<file path="config.mk">
export PLATFORM = sky130hd
export DESIGN_NAME = vec_sequencer
export DESIGN_NICKNAME = d
export VERILOG_FILES = /design/src/rtl/vp_pkg.sv /design/src/rtl/vseq_idx_counter.sv /design/src/rtl/vec_sequencer.sv
export SDC_FILE = /design/constraint.sdc
export NUM_CORES = 1
export LEC_CHECK = 0
export ABC_CLOCK_PERIOD_IN_PS = 2600
export CORE_MARGIN = 2
export CORE_UTILIZATION = 45
export CTS_CLUSTER_DIAMETER = 50
export DETAILED_ROUTE_END_ITERATION = 16
export MAX_ROUTING_LAYER = met4
export PLACE_DENSITY = 0.8
export SYNTH_ARGS = -nofsm -noshare
export SYNTH_HDL_FRONTEND = slang
export SYNTH_SLANG_ARGS = --single-unit
</file>
<file path="constraint.sdc">
create_clock -name clk -period 2.6 [get_ports clk]
set_clock_uncertainty 0.15 [all_clocks]
set_input_delay 0.52 -clock clk [delete_from_list [all_inputs] [get_ports clk]]
set_output_delay 0.52 -clock clk [all_outputs]
set_load 0.02 [all_outputs]
</file>
<file path="src/rtl/vp_pkg.sv">
`default_nettype none
// ============================================================================
//  Module   : vp_pkg
//  Purpose  : Shared definitions for the vector operation sequencer:
//             sequencer state enum, op_code constants, the op_code bit that
//             marks a store, and the illegal-operation decode helper.
//  Revision : 1.0  initial release
// ============================================================================
package vp_pkg;

    typedef enum logic [2:0] {
        IDLE  = 3'd0,
        FETCH = 3'd1,
        EXEC  = 3'd2,
        WRITE = 3'd3,
        DONE  = 3'd4
    } state_t;

    // ALU op_code values (instruction bits 19:17 when funct = 0)
    localparam logic [2:0] MOV_IMM    = 3'b000;
    localparam logic [2:0] MOV_SV     = 3'b001;
    localparam logic [2:0] ADD_S      = 3'b010;
    localparam logic [2:0] SUB_S      = 3'b011;
    localparam logic [2:0] MUL_VS     = 3'b100;
    localparam logic [2:0] ADD_VV     = 3'b101;
    localparam logic [2:0] DIV_VS     = 3'b110;
    localparam logic [2:0] OP_ILLEGAL = 3'b111;

    // For load/store ops (funct = 1) this op_code bit selects store
    localparam int STORE_BIT = 0;

    // Only ALU encodings can be illegal; every load/store encoding is valid.
    function automatic logic is_illegal(input logic       funct,
                                        input logic [2:0] code,
                                        input logic       div_en);
        return !funct && ((code == OP_ILLEGAL) || ((code == DIV_VS) && !div_en));
    endfunction

endpackage
`default_nettype wire

</file>
<file path="src/rtl/vseq_idx_counter.sv">
`default_nettype none
// ============================================================================
//  Module   : vseq_idx_counter
//  Purpose  : Element index counter for the vector sequencer.
//  Ports    : clk, rst      - clock, asynchronous active-high reset
//             clear         - return index to 0 (operation accepted)
//             incr          - advance to the next element
//             vec_mode      - 1: VLEN elements, 0: single element
//             idx           - current element index
//             last          - current element is the final one
//  Revision : 1.0  initial release
// ============================================================================
module vseq_idx_counter #(
    parameter int VLEN  = 8,
    parameter int IDX_W = $clog2(VLEN)
) (
    input  logic             clk,
    input  logic             rst,
    input  logic             clear,
    input  logic             incr,
    input  logic             vec_mode,
    output logic [IDX_W-1:0] idx,
    output logic             last
);

    localparam logic [IDX_W-1:0] C_LAST_VEC = IDX_W'(VLEN - 1);

    logic [IDX_W-1:0] r_idx;

    always_ff @(posedge clk or posedge rst) begin
        if (rst) begin
            r_idx <= '0;
        end else if (clear) begin
            r_idx <= '0;
        end else if (incr) begin
            r_idx <= r_idx + 1'b1;
        end
    end

    assign idx  = r_idx;
    assign last = vec_mode ? (r_idx == C_LAST_VEC) : (r_idx == '0);

endmodule
`default_nettype wire

</file>
<file path="src/rtl/vec_sequencer.sv">
`default_nettype none
// ============================================================================
//  Module   : vec_sequencer
//  Purpose  : Sequences one decoded vector/scalar operation element by
//             element through FETCH -> EXEC -> WRITE, then pulses done.
//  Config   : define VSEQ_DIV_EN to support divide (op_code 110); without
//             it divide decodes as illegal.
//  Ports    : clk, rst              - clock, asynchronous active-high reset
//             op_valid / op_ready   - operation handshake (ready only in IDLE)
//             op_funct, op_code     - instruction bits 20 and 19:17
//             op_dest_vec           - destination is a vector register
//             alu_done, mem_ack     - divider / data memory completion
//             rf_rd_en, alu_go      - register read strobe, ALU start pulse
//             mem_req, wb_en        - memory request, write-back strobe
//             elem_idx              - current element index
//             busy, done, err       - stall, completion pulse, illegal pulse
//  Revision : 1.0  initial release
// ============================================================================
module vec_sequencer
    import vp_pkg::*;
#(
    parameter int VLEN  = 8,
    parameter int IDX_W = $clog2(VLEN)
) (
    input  logic             clk,
    input  logic             rst,
    input  logic             op_valid,
    output logic             op_ready,
    input  logic             op_funct,
    input  logic [2:0]       op_code,
    input  logic             op_dest_vec,
    input  logic             alu_done,
    input  logic             mem_ack,
    output logic             rf_rd_en,
    output logic             alu_go,
    output logic             mem_req,
    output logic             wb_en,
    output logic [IDX_W-1:0] elem_idx,
    output logic             busy,
    output logic             done,
    output logic             err
);

`ifdef VSEQ_DIV_EN
    localparam logic C_DIV_EN = 1'b1;
`else
    localparam logic C_DIV_EN = 1'b0;
`endif

    state_t     r_state;
    state_t     w_next;
    logic       r_funct;
    logic [2:0] r_code;
    logic       r_vec;
    logic       r_exec_first;
    logic       r_err;

    logic       w_accept;
    logic       w_illegal;
    logic       w_is_store;
    logic       w_is_div;
    logic       w_last;
    logic       w_incr;

    assign w_accept   = (r_state == IDLE) && op_valid;
    assign w_illegal  = is_illegal(op_funct, op_code, C_DIV_EN);
    assign w_is_store = r_funct && r_code[STORE_BIT];
    assign w_is_div   = C_DIV_EN && !r_funct && (r_code == DIV_VS);

    vseq_idx_counter #(
        .VLEN  (VLEN),
        .IDX_W (IDX_W)
    ) u_idx (
        .clk      (clk),
        .rst      (rst),
        .clear    (w_accept),
        .incr     (w_incr),
        .vec_mode (r_vec),
        .idx      (elem_idx),
        .last     (w_last)
    );

    // State and latched operation fields. An illegal op is still accepted
    // (fields latched, index cleared) but the FSM never leaves IDLE.
    always_ff @(posedge clk or posedge rst) begin
        if (rst) begin
            r_state      <= IDLE;
            r_funct      <= 1'b0;
            r_code       <= 3'b000;
            r_vec        <= 1'b0;
            r_exec_first <= 1'b0;
            r_err        <= 1'b0;
        end else begin
            r_state      <= w_next;
            // EXEC is always entered from FETCH, so this marks its first cycle
            r_exec_first <= (r_state == FETCH);
            r_err        <= w_accept && w_illegal;
            if (w_accept) begin
                r_funct <= op_funct;
                r_code  <= op_code;
                r_vec   <= op_dest_vec;
            end
        end
    end

    always_comb begin
        w_next   = r_state;
        op_ready = 1'b0;
        rf_rd_en = 1'b0;
        alu_go   = 1'b0;
        mem_req  = 1'b0;
        wb_en    = 1'b0;
        done     = 1'b0;
        w_incr   = 1'b0;
        case (r_state)
            IDLE: begin
                op_ready = 1'b1;
                if (op_valid && !w_illegal) begin
                    w_next = FETCH;
                end
            end
            FETCH: begin
                rf_rd_en = 1'b1;
                w_next   = EXEC;
            end
            EXEC: begin
                if (r_funct) begin
                    mem_req = 1'b1;
                    if (mem_ack) begin
                        w_next = WRITE;
                    end
                end else begin
                    alu_go = r_exec_first;
                    // Only a divide waits for the ALU; others take one cycle
                    if (!w_is_div || alu_done) begin
                        w_next = WRITE;
                    end
                end
            end
            WRITE: begin
                wb_en = !w_is_store;
                if (w_last) begin
                    w_next = DONE;
                end else begin
                    w_incr = 1'b1;
                    w_next = FETCH;
                end
            end
            DONE: begin
                done   = 1'b1;
                w_next = IDLE;
            end
            default: begin
                w_next = IDLE;
            end
        endcase
    end

    assign busy = (r_state != IDLE);
    assign err  = r_err;

endmodule
`default_nettype wire
</file>
Word-level counts from Yosys, hierarchy flattened
Index checks and enable logic that the tools add are counted.

word-level totals
  word-level logic and storage cells = 49
  memories kept = 0
  register bits = 11
  output and inout port bits = 11
  bits in writable memories = 0
  input port bits = 10
  memory bits (read-only) = 0
  latch bits = 0

operators by class
  add/subtract/negate cells = 1
  bitwise operators = 0
  equality and inequality tests = 9
  multipliers = 0
  order comparisons = 0
  shift-type cells = 0
  divide/modulo/power cells = 0
  muxes and demuxes = 18
  reductions and logical operators = 14

operators by type and width
  kind                                                                     count
  3-bit 2-to-1 mux                                                         6
  3-bit equality test, second input constant                               4
  3-bit one-hot mux with 4 select lines                                    1
  1-bit 2-to-1 mux                                                         11
  3-bit by 2-bit equality test with 1-bit output, second input constant    2
  3-bit zero test                                                          2
  1-bit logical AND                                                        5
  3-bit by 1-bit adder with 3-bit output, second input constant            1
  3-bit by 1-bit equality test with 1-bit output, second input constant    1
  1-bit zero test                                                          3
  3-bit inequality test, second input constant                             1
  3-bit nonzero test                                                       1
  2-bit by 1-bit inequality test with 1-bit output, second input constant  1
  2-bit AND reduction                                                      1
  2-bit nonzero test                                                       1
  1-bit logical OR                                                         1

Logic depth before layout (Yosys ltp)
Gate-level depths: netlist of the first run.

  depth after elaboration = 7
  mapped depth = 5
  depth with buffers taken out = 5

Cells and area by module
Synthesis of the first run repeated with hierarchy kept, for this count alone.

second synthesis, totals
  cell total of the unflattened synthesis = 52
  area, all modules = 594.3 µm²

by module, submodules not included
  module            times used  sequential area each (µm²)  cells an instance  area an instance (µm²)
  vec_sequencer     1           200.2                       35                 417.9
  vseq_idx_counter  1           75.1                        17                 176.4

Worst setup path after synthesis of the first run
Ideal clock, no wire load.

  path kind = register -> output
  start = register r_state[2]
  end = output port alu_go
  arrival time = 1.344 ns
  slack = 0.586 ns
  buffers on the path = 0
  required time = 1.930 ns
  cell stages (with the launch flop) = 3
  cells stage by stage = dfrtp_1 nand2b_1 nor4b_1

between the ends
  cells in the longest elaborated chain, start to end = 2

RTL lines
  what                                            line                  source
  start: declaration                              vec_sequencer.sv:50   state_t r_state;
  start signal: assignment                        vec_sequencer.sv:94   r_state <= w_next;
  3-bit by 2-bit equality test with 1-bit output  vec_sequencer.sv:115  case (r_state)
  1-bit 2-to-1 mux                                vec_sequencer.sv:115
  end: declaration                                vec_sequencer.sv:35   output logic alu_go,

No other way between the ends.

Worst setup path after layout of the first run
  start = register r_state[0]
  end = output port rf_rd_en

between the ends
  cells in the longest elaborated chain, start to end = 2

RTL lines
  what                                            line                  source
  3-bit by 1-bit equality test with 1-bit output  vec_sequencer.sv:115
  1-bit 2-to-1 mux                                vec_sequencer.sv:115
  end: declaration                                vec_sequencer.sv:34   output logic rf_rd_en,

No other way between the ends.

==> impl_metrics.ini, run 1 <==
[cells_and_area]
antenna_cells = 0
regArea_sq_um = 277
fin_cells = 87
syn_to_final_growth_pct = 35.5
multiInputGateArea_sq_um = 260
drive_gt1_share_pct = 11.1
fin_util_pct = 63.6
nets = 86
nFillCells = 104

[synth]
synth_ff_type = dfrtp_1
yosysWarnings = 0
asyncSetResetFlopFracSynth_pct = 100
ys_seq_area_share_pct = 46.8
syn_area_sq_um = 588
ys_types = 20
postSynthRegisterBits = 11
syn_nets = 65
syn_area_per_cell_sq_um = 11.3
synth_edf_count = 0
synthCells = 52

[global_routing]
grt_util_all_layers_pct = 18.4
grt_pass1_vias = 398
grt_remaining_overflow = 0
grt_max_degree = 12
antenna_found_initial = 0
grt_pass1_wl_microns = 1860

[routing]
vias_per_cell = 5.02
vias = 437
first_pass_iters = 4
ant_nets = 0
wl_per_cell_microns = 13.7
drc = 0
wirelength_microns = 1190
first_iter_violations = 5

[timing]
period_share_pct = 92.7
hold_violations = 0
drv_slew = 0
worst_pin_slew_ns = 0.422
timing.fmax_ghz = 0.415
setup_tns_ns = 0
finalCriticalPeriod_ns = 2.41
setup_viol = 0
slew_headroom_pct = 71.8
grt_setup_unrepaired = no
setup_ws_ns = 0.191

[status]
status = completed

[min_path]
holdPathStages = 1
holdCritPathClass = register to register
worstHoldEndpoint = r_code[0]$_DFFE_PP0P_
hold_start = r_code[0]$_DFFE_PP0P_

[critical_path]
cp-start-kind = register
worstPathArrival_ns = 1.74
regToRegStartpoint = r_state[0]$_DFFE_PP0P_
r2r_setup_slack_ns = 0.74
critPathCaptureType = output port
crit_required_ns = 1.93
critPathKind = register to output port
rr_worst_depth = 2
crit_fanout = 9
r2r-end = r_funct$_DFFE_PP0P_
startpoint = r_state[0]$_DFFE_PP0P_

[die]
rows = 13
core-area_sq_um = 1250
fp.dieW_microns = 40.2
die_y_microns = 40.2
io-pin-count = 21
dieArea_sq_um = 1610
initial_core_util_pct = 47.0

[power_and_ir_drop]
seqPwrFrac_pct = 36.3
comb_power_share_pct = 51.2
p_int_mw = 0.556
sw_frac_of_total_pct = 39.3
switchingPower_mw = 0.360
clock_power_share_pct = 12.5
power_density_nw_per_um2 = 1150
p_total_mw = 0.916
p_leak_nw = 0.389
irDropWorstVdd_mv = 0.560

[clocking]
tritoncts = yes
cts_buffers = 3
htree_num_levels = 1
cts_buffer_depth = 2
clock_sinks = 11
clock_latency_ns = 0.26
cts.clk_slew.worst_paths_ns = 0.07
cts_root_buf = clkbuf_4

[placement]
routabilityCongestion = 0.666
hpwl_microns = 911
dp.cells = 83
io_buffers = 19
place_ws_ns = 0.332

[job]
max_cap_viol_count = 0
-- cell usage in the layout (no fill, tap or decap) --
cell type,count
a21oi_1,3
and3b_1,1
clkbuf_1,1
clkbuf_4,3
clkdlybuf4s50_1,18
dfrtp_1,10
dfrtp_2,1
dlymetal6s2s_1,1
ha_1,3
inv_1,6
mux2_4,3
mux2i_1,3
nand2_1,4
nand2b_1,1
nand3b_1,3
nor2_1,2
nor3_1,1
nor3b_1,3
nor4b_1,1
o41ai_1,1
or3b_2,1
or4b_1,1
xnor2_1,1
-- sequential cells by signal (all words and copies together) (netlist names) --
signal	cells
r_state	3
u_idx.idx	3
err	1
r_code	1
r_exec_first	1
r_funct	1
r_vec	1
-- worst max-delay path by stage --
stage,endpoint,slack (ns),depth (start not counted)
global placement,r_code[0]$_DFFE_PP0P_,0.34,3
global route,rf_rd_en,0.06,2
floorplan,alu_go,0.59,2
finish,rf_rd_en,0.19,2
CTS,alu_go,0.1,3
detailed placement,r_funct$_DFFE_PP0P_,0.33,3
-- area by class of cell --
type	instances	share of cell area (%)
well taps	15	2.35
flip-flops and latches	11	34.7
multi-input cells	32	32.7
clock buffers	4	3.30
repair buffers	19	24.2
inverters	6	2.83
-- synth_stat cells (2+ instances only) --
cell       n  area [sq um]
buf_6      2          22.5
nor3b_1    3          22.5
inv_1      6          22.5
nand2_1    4          15.0
nand3b_1   3          22.5
mux2_4     3          45.0
a21oi_1    3          15.0
mux2i_1    3          30.0
nor2_1     2          7.51
dfrtp_1   11           275
ha_1       3          37.5
-- logic make-up after synthesis --
kind of cell / synth area share, %
AO/OA/AOI/OAI: 4.04
multiplexers: 12.8
adder cells (fa/ha/maj): 6.38
AND/OR/NAND/NOR: 19.6
buffers and inverters: 8.94
flip-flops: 46.8
XOR/XNOR: 1.49
-- stage by stage --
stage | hold WS, ns | area [sq um]
after floorplan | 0.222 | 588
after global placement | 0.348 | 767
after detailed placement | 0.352 | 767
after CTS | 0.370 | 793
after global routing | 0.395 | 797
final | 0.365 | 797
-- power groups by stage --
stage	sequential [mW]	combinational [mW]	clock, mW
2_1_floorplan	0.309	0.344	0
5_1_grt	0.348	0.514	0.129
6_report	0.333	0.469	0.115
3_5_place_dp	0.336	0.473	0
4_1_cts	0.333	0.475	0.117
3_3_place_gp	0.330	0.456	0
-- what timing repair did --
item	4_1_cts	5_1_grt
buffers inserted	0	0
hold buffers	0	0
setup endpoints to repair	0	1
gates resized for setup	0	2
-- routing by layer --
layer  up-vias  global-route usage (%)  routed length (microns)
li1        216                       -                        -
met1       203                    22.0                      466
met2        16                    29.8                      632
met3         2                    5.56                       80
met4         0                    5.17                       10
met5         -                       -                        0
-- worst max-delay path, stage by stage, from the launching register on --
cell and delay [ns]:
dfrtp_1 0.52, nor3b_1 0.30, clkdlybuf4s50_1 0.66
Power figures use the tool's default switching activity.
==> run 2, diff against run 1 <==
SYNTH_HIERARCHICAL = 1   (was default)
==> impl_metrics.ini, run 2 <==
[synth]
synthCells = 52
synth_ff_type = dfrtp_1
synth_compound_area_share_pct = 6.95
syn_area_per_cell_sq_um = 11.4
muxShareOfSynthArea_pct = 9.05
synthTopCellsByCount = dfrtp_1 (11), inv_1 (7), nor2_1 (7)
ys_types = 21
synth.top_cell.area_share_pct = 46.3
syn_area_sq_um = 594
synth-simple-area-share_pct = 21.1
synth_adder_area_share_pct = 6.32
netlist_top_cells_area = dfrtp_1 (46%), ha_1 (6.3%), mux2_1 (5.7%)
postSynthRegisterBits = 11
synth_edf_count = 0
synth-xor-area-share_pct = 2.95
synth_top_family_by_area = simple AND/OR/NAND/NOR gates
ys_seq_area_share_pct = 46.3
synth_area_leader_cell = dfrtp_1
yosysWarnings = 6
asyncSetResetFlopFracSynth_pct = 100
syn_nets = 65
yosys.cell_count.top_type = dfrtp_1

[clocking]
postCtsHoldBufs = 0
post_cts_buffers = 0
cts_buffer_depth = 2
cts_root_buf = clkbuf_4
clock_latency_ns = 0.26
clock_sinks = 11
cts_buffers = 3
htree_num_levels = 1
tritoncts = yes
cts.clk_slew.worst_paths_ns = 0.07

[placement]
dpl_cell_area_sq_um = 792
io_buffers = 19
routabilityCongestion = 0.706
hpwl_microns = 900
place_ws_ns = 0.332
dp.cells = 85

[critical_path]
crit_buf_inv = 1
path_cells = nand2b_1, nor3b_2, clkdlybuf4s50_1
crit_cells = 3
cp-start-kind = register
crit_path_max_incr_delay_ns = 0.65
critPathCaptureType = output port
worstPathArrival_ns = 1.84
cp_top_family = buffers and inverters
crit_fanout = 7
critPathKind = register to output port
cpMaxStageDelayCell = clkdlybuf4s50_1
crit_required_ns = 1.93
rr_worst_depth = 6

[routing]
drc = 0
vias = 442
ant_nets = 0
first_pass_iters = 2
first_iter_violations = 3
wl_per_cell_microns = 12.5
wirelength_microns = 1110
vias_per_cell = 4.97

[cells_and_area]
regArea_sq_um = 275
layout_common_cells = clkdlybuf4s50_1 (18), dfrtp_1 (11), inv_1 (7), nor2_1 (7)
drive_gt1_share_pct = 10.8
final_common_cell = clkdlybuf4s50_1
antenna_cells = 0
nFillCells = 106
fin_cells = 89
final_area_sq_um = 821
nets = 88
syn_to_final_growth_pct = 38.1
multiInputGateArea_sq_um = 275

[global_routing]
antenna_found_initial = 0
grt_pass1_vias = 433
grt_util_all_layers_pct = 18.5
grt_remaining_overflow = 0
grt_pass1_wl_microns = 1840
grt_max_degree = 9

[power_and_ir_drop]
p_leak_nw = 0.386
irDropWorstVdd_mv = 0.644
power_density_nw_per_um2 = 1190

[timing]
holdWs_ns = 0.289
setup_ws_ns = 0.0914
drv_slew = 0
period_share_pct = 96.5
timing.fmax_ghz = 0.399
grt_setup_unrepaired = no
slew_headroom_pct = 77.3
setup_tns_ns = 0
setup_viol = 0
worst_pin_slew_ns = 0.339
finalCriticalPeriod_ns = 2.51
hold_violations = 0

[die]
die_y_microns = 40.3
rows = 13
io-pin-count = 21
initial_core_util_pct = 46.8
dieArea_sq_um = 1630
core-area_sq_um = 1270
fp.dieW_microns = 40.3

[status]
status = completed

[min_path]
holdCritPathClass = primary input to asynchronous set/reset pin

[job]
max_cap_viol_count = 0
-- run 2: cell types whose count changed after synthesis, moves of 3 or more --
cell / change
nand2_1: -4
nor2_1: +5
mux2_4: -3
mux2_1: +3
-- run 2: worst paths after layout --
kind | startpoint | to | slack, ns
setup / recovery | r_state[2]$_DFFE_PP0P_ | mem_req | 0.09
hold / removal | rst | u_idx/idx[0]$_DFFE_PP0P_ | 0.29
hold reg to reg | r_code[0]$_DFFE_PP0P_ | r_code[0]$_DFFE_PP0P_ | 0.35
min in group clk | r_code[0]$_DFFE_PP0P_ | r_code[0]$_DFFE_PP0P_ | 0.35
setup reg to reg | u_idx/idx[0]$_DFFE_PP0P_ | u_idx/idx[2]$_DFFE_PP0P_ | 0.72
max in group asynchronous | rst | r_state[0]$_DFFE_PP0P_ | 1.69
-- run 2: worst register-to-register path: stages (launching register included) --
cell	delay, ns
dfrtp_1	0.42
ha_1	0.22
ha_1	0.18
a22o_1	0.22
nor2_1	0.29
mux2i_1	0.22
nor2_1	0.06
-- run 2: per-layer routing --
layer,track usage (%),vias to the layer above,part of all wire [%]
met1,20.9,208,41
met4,10.0,0,0.72
met3,3.33,2,4.9
li1,-,219,-
met2,30.6,13,53
met5,-,-,0
-- run 2: power breakdown --
| part | switching (mW) | leakage, nW | internal [mW] |
|---|---|---|---|
| Sequential | 0.0962 | 0.138 | 0.245 |
| Combinational | 0.261 | 0.233 | 0.261 |
| Clock | 0.0554 | 0.0150 | 0.0592 |
-- run 2: cell type report --
| class | count | area share (%) |
|---|---|---|
| sequential | 11 | 33.5 |
| multi-input combinational | 32 | 33.5 |
| tap | 15 | 2.29 |
| timing repair buffer | 19 | 23.5 |
| clock buffer | 4 | 3.20 |
| inverter | 8 | 3.96 |
-- run 2: metrics by stage --
| step | utilization [%] | power (mW) |
|---|---|---|
| 4_1_cts | 64.5 | 0.985 |
| 3_3_place_gp | 62.4 | 0.846 |
| 3_5_place_dp | 62.4 | 0.870 |
| 2_1_floorplan | - | 0.685 |
| 5_1_grt | 64.7 | 1.06 |
| 6_report | 64.7 | 0.978 |
-- run 2: kinds of logic (layout without fill, tap and decap cells) --
kind of cell,count (synthesis),after routing
simple gates,17,17
flops,11,11
buf+inv,9,31
compound gates,5,5
mux,5,5
fa+ha+maj,3,3
xor+xnor,2,2
-- run 2: repair_timing --
| action | CTS | global route |
|---|---|---|
| endpoints found under the setup margin | 0 | 1 |
| hold endpoints to repair | 0 | 0 |
| resized for setup | 0 | 1 |
==> run 3, diff against run 2 <==
CTS_BUF_LIST = sky130_fd_sc_hd__clkbuf_16   (was default)
==> impl_metrics.ini, run 3 (synthesis results as in run 2) <==
[timing]
hold_violations = 0
slew_headroom_pct = 78.1
worst_pin_slew_ns = 0.328
grt_setup_unrepaired = no
period_share_pct = 95.4
setup_ws_ns = 0.120
timing.fmax_ghz = 0.403
finalCriticalPeriod_ns = 2.48
setup_tns_ns = 0
setup_viol = 0
drv_slew = 0

[die]
initial_core_util_pct = 46.8
core-area_sq_um = 1270
dieArea_sq_um = 1630
io-pin-count = 21
fp.dieW_microns = 40.3
rows = 13
die_y_microns = 40.3

[placement]
dp.cells = 85
io_buffers = 19
dpl_cell_area_sq_um = 792
hpwl_microns = 900
place_ws_ns = 0.332
routabilityCongestion = 0.706

[cells_and_area]
layout_common_cells = clkdlybuf4s50_1 (18), dfrtp_1 (11), inv_1 (8)
final_common_cell = clkdlybuf4s50_1
antenna_cells = 0
multiInputGateArea_sq_um = 275
fin_cells = 89
drive_gt1_share_pct = 10.8
final_area_sq_um = 873
nFillCells = 97
nets = 88
regArea_sq_um = 275
syn_to_final_growth_pct = 46.9

[global_routing]
grt_remaining_overflow = 0
grt_max_degree = 9
grt_pass1_wl_microns = 1840
grt_util_all_layers_pct = 18.6
antenna_found_initial = 0
grt_pass1_vias = 444

[critical_path]
path_cells = nand2b_1, nor3b_2, clkdlybuf4s50_1
cp-start-kind = register
crit_cells = 3
rr_worst_depth = 6
crit_required_ns = 1.93
crit_buf_inv = 1
crit_path_max_incr_delay_ns = 0.65
cp_top_family = buffers and inverters
crit_fanout = 7
critPathCaptureType = output port
startpoint = r_state[2]$_DFFE_PP0P_
cpMaxStageDelayCell = clkdlybuf4s50_1
critPathKind = register to output port
worstPathArrival_ns = 1.81
regToRegStartpoint = u_idx/idx[0]$_DFFE_PP0P_

[power_and_ir_drop]
power_density_nw_per_um2 = 1300
p_leak_nw = 0.413
p_total_mw = 1.14
irDropWorstVdd_mv = 0.617

[routing]
first_pass_iters = 3
drc = 0
wirelength_microns = 1140
wl_per_cell_microns = 12.8
vias_per_cell = 4.92
first_iter_violations = 10
ant_nets = 0
vias = 438

[clocking]
tritoncts = yes
cts.clk_slew.worst_paths_ns = 0.04
clock_sinks = 11
cts_buffers = 3
cts_root_buf = clkbuf_16
clock_latency_ns = 0.23
cts_buffer_depth = 2
post_cts_buffers = 0
htree_num_levels = 1

[min_path]
holdCritPathClass = primary input to asynchronous set/reset pin

[job]
max_cap_viol_count = 0

[status]
status = completed
-- run 3: final cells by class --
class,instances,area share [%]
Clock buffer,3,8.60
Multi-Input combinational cell,32,31.5
Timing Repair Buffer,19,22.1
Clock inverter,1,0.430
Tap cell,15,2.15
Sequential cell,11,31.5
Inverter,8,3.72
-- run 3: path summary, 6_finish.rpt --
check,endpoint,slack [ns]
setup reg to reg,u_idx/idx[2]$_DFFE_PP0P_,0.75
min in group clk,r_code[0]$_DFFE_PP0P_,0.34
hold / removal,u_idx/idx[0]$_DFFE_PP0P_,0.32
setup / recovery,mem_req,0.12
max in group asynchronous,r_exec_first$_DFF_PP0_,1.65
hold reg to reg,r_code[0]$_DFFE_PP0P_,0.34
-- run 3: per-layer routing --
metal,vias up,GRT usage [%],routed length [microns]
met5,-,-,0
met4,0,10.0,0
met3,0,5.00,57
met2,15,31.0,605
met1,206,19.9,473
li1,217,-,-
-- run 3: where the power goes --
group	switching, mW	total, mW	leakage, nW	internal (mW)
logic	0.259	0.519	0.233	0.260
clock network	0.0720	0.273	0.0423	0.201
registers	0.0966	0.343	0.138	0.246
-- run 3: worst register-to-register path, delay by kind of cell, from the launching register on --
| kind | cells | cell delay, ns |
|---|---|---|
| flip-flops | 1 | 0.41 |
| adder cells (fa/ha/maj) | 2 | 0.40 |
| AND/OR/NAND/NOR | 2 | 0.35 |
| multiplexers | 1 | 0.22 |
| AO/OA/AOI/OAI | 1 | 0.21 |
-- run 3: per-stage QoR --
step           utilization, %  hold WS, ns
6_report                 68.8        0.323
5_1_grt                  68.8        0.345
4_1_cts                  68.6        0.326
3_5_place_dp             62.4        0.332
3_3_place_gp             62.4        0.331
2_1_floorplan               -        0.124
-- run 3: what timing repair did --
item / CTS / global route
setup endpoints to repair: 0 / 1
gates resized for setup: 0 / 1
hold buffers: 0 / 0
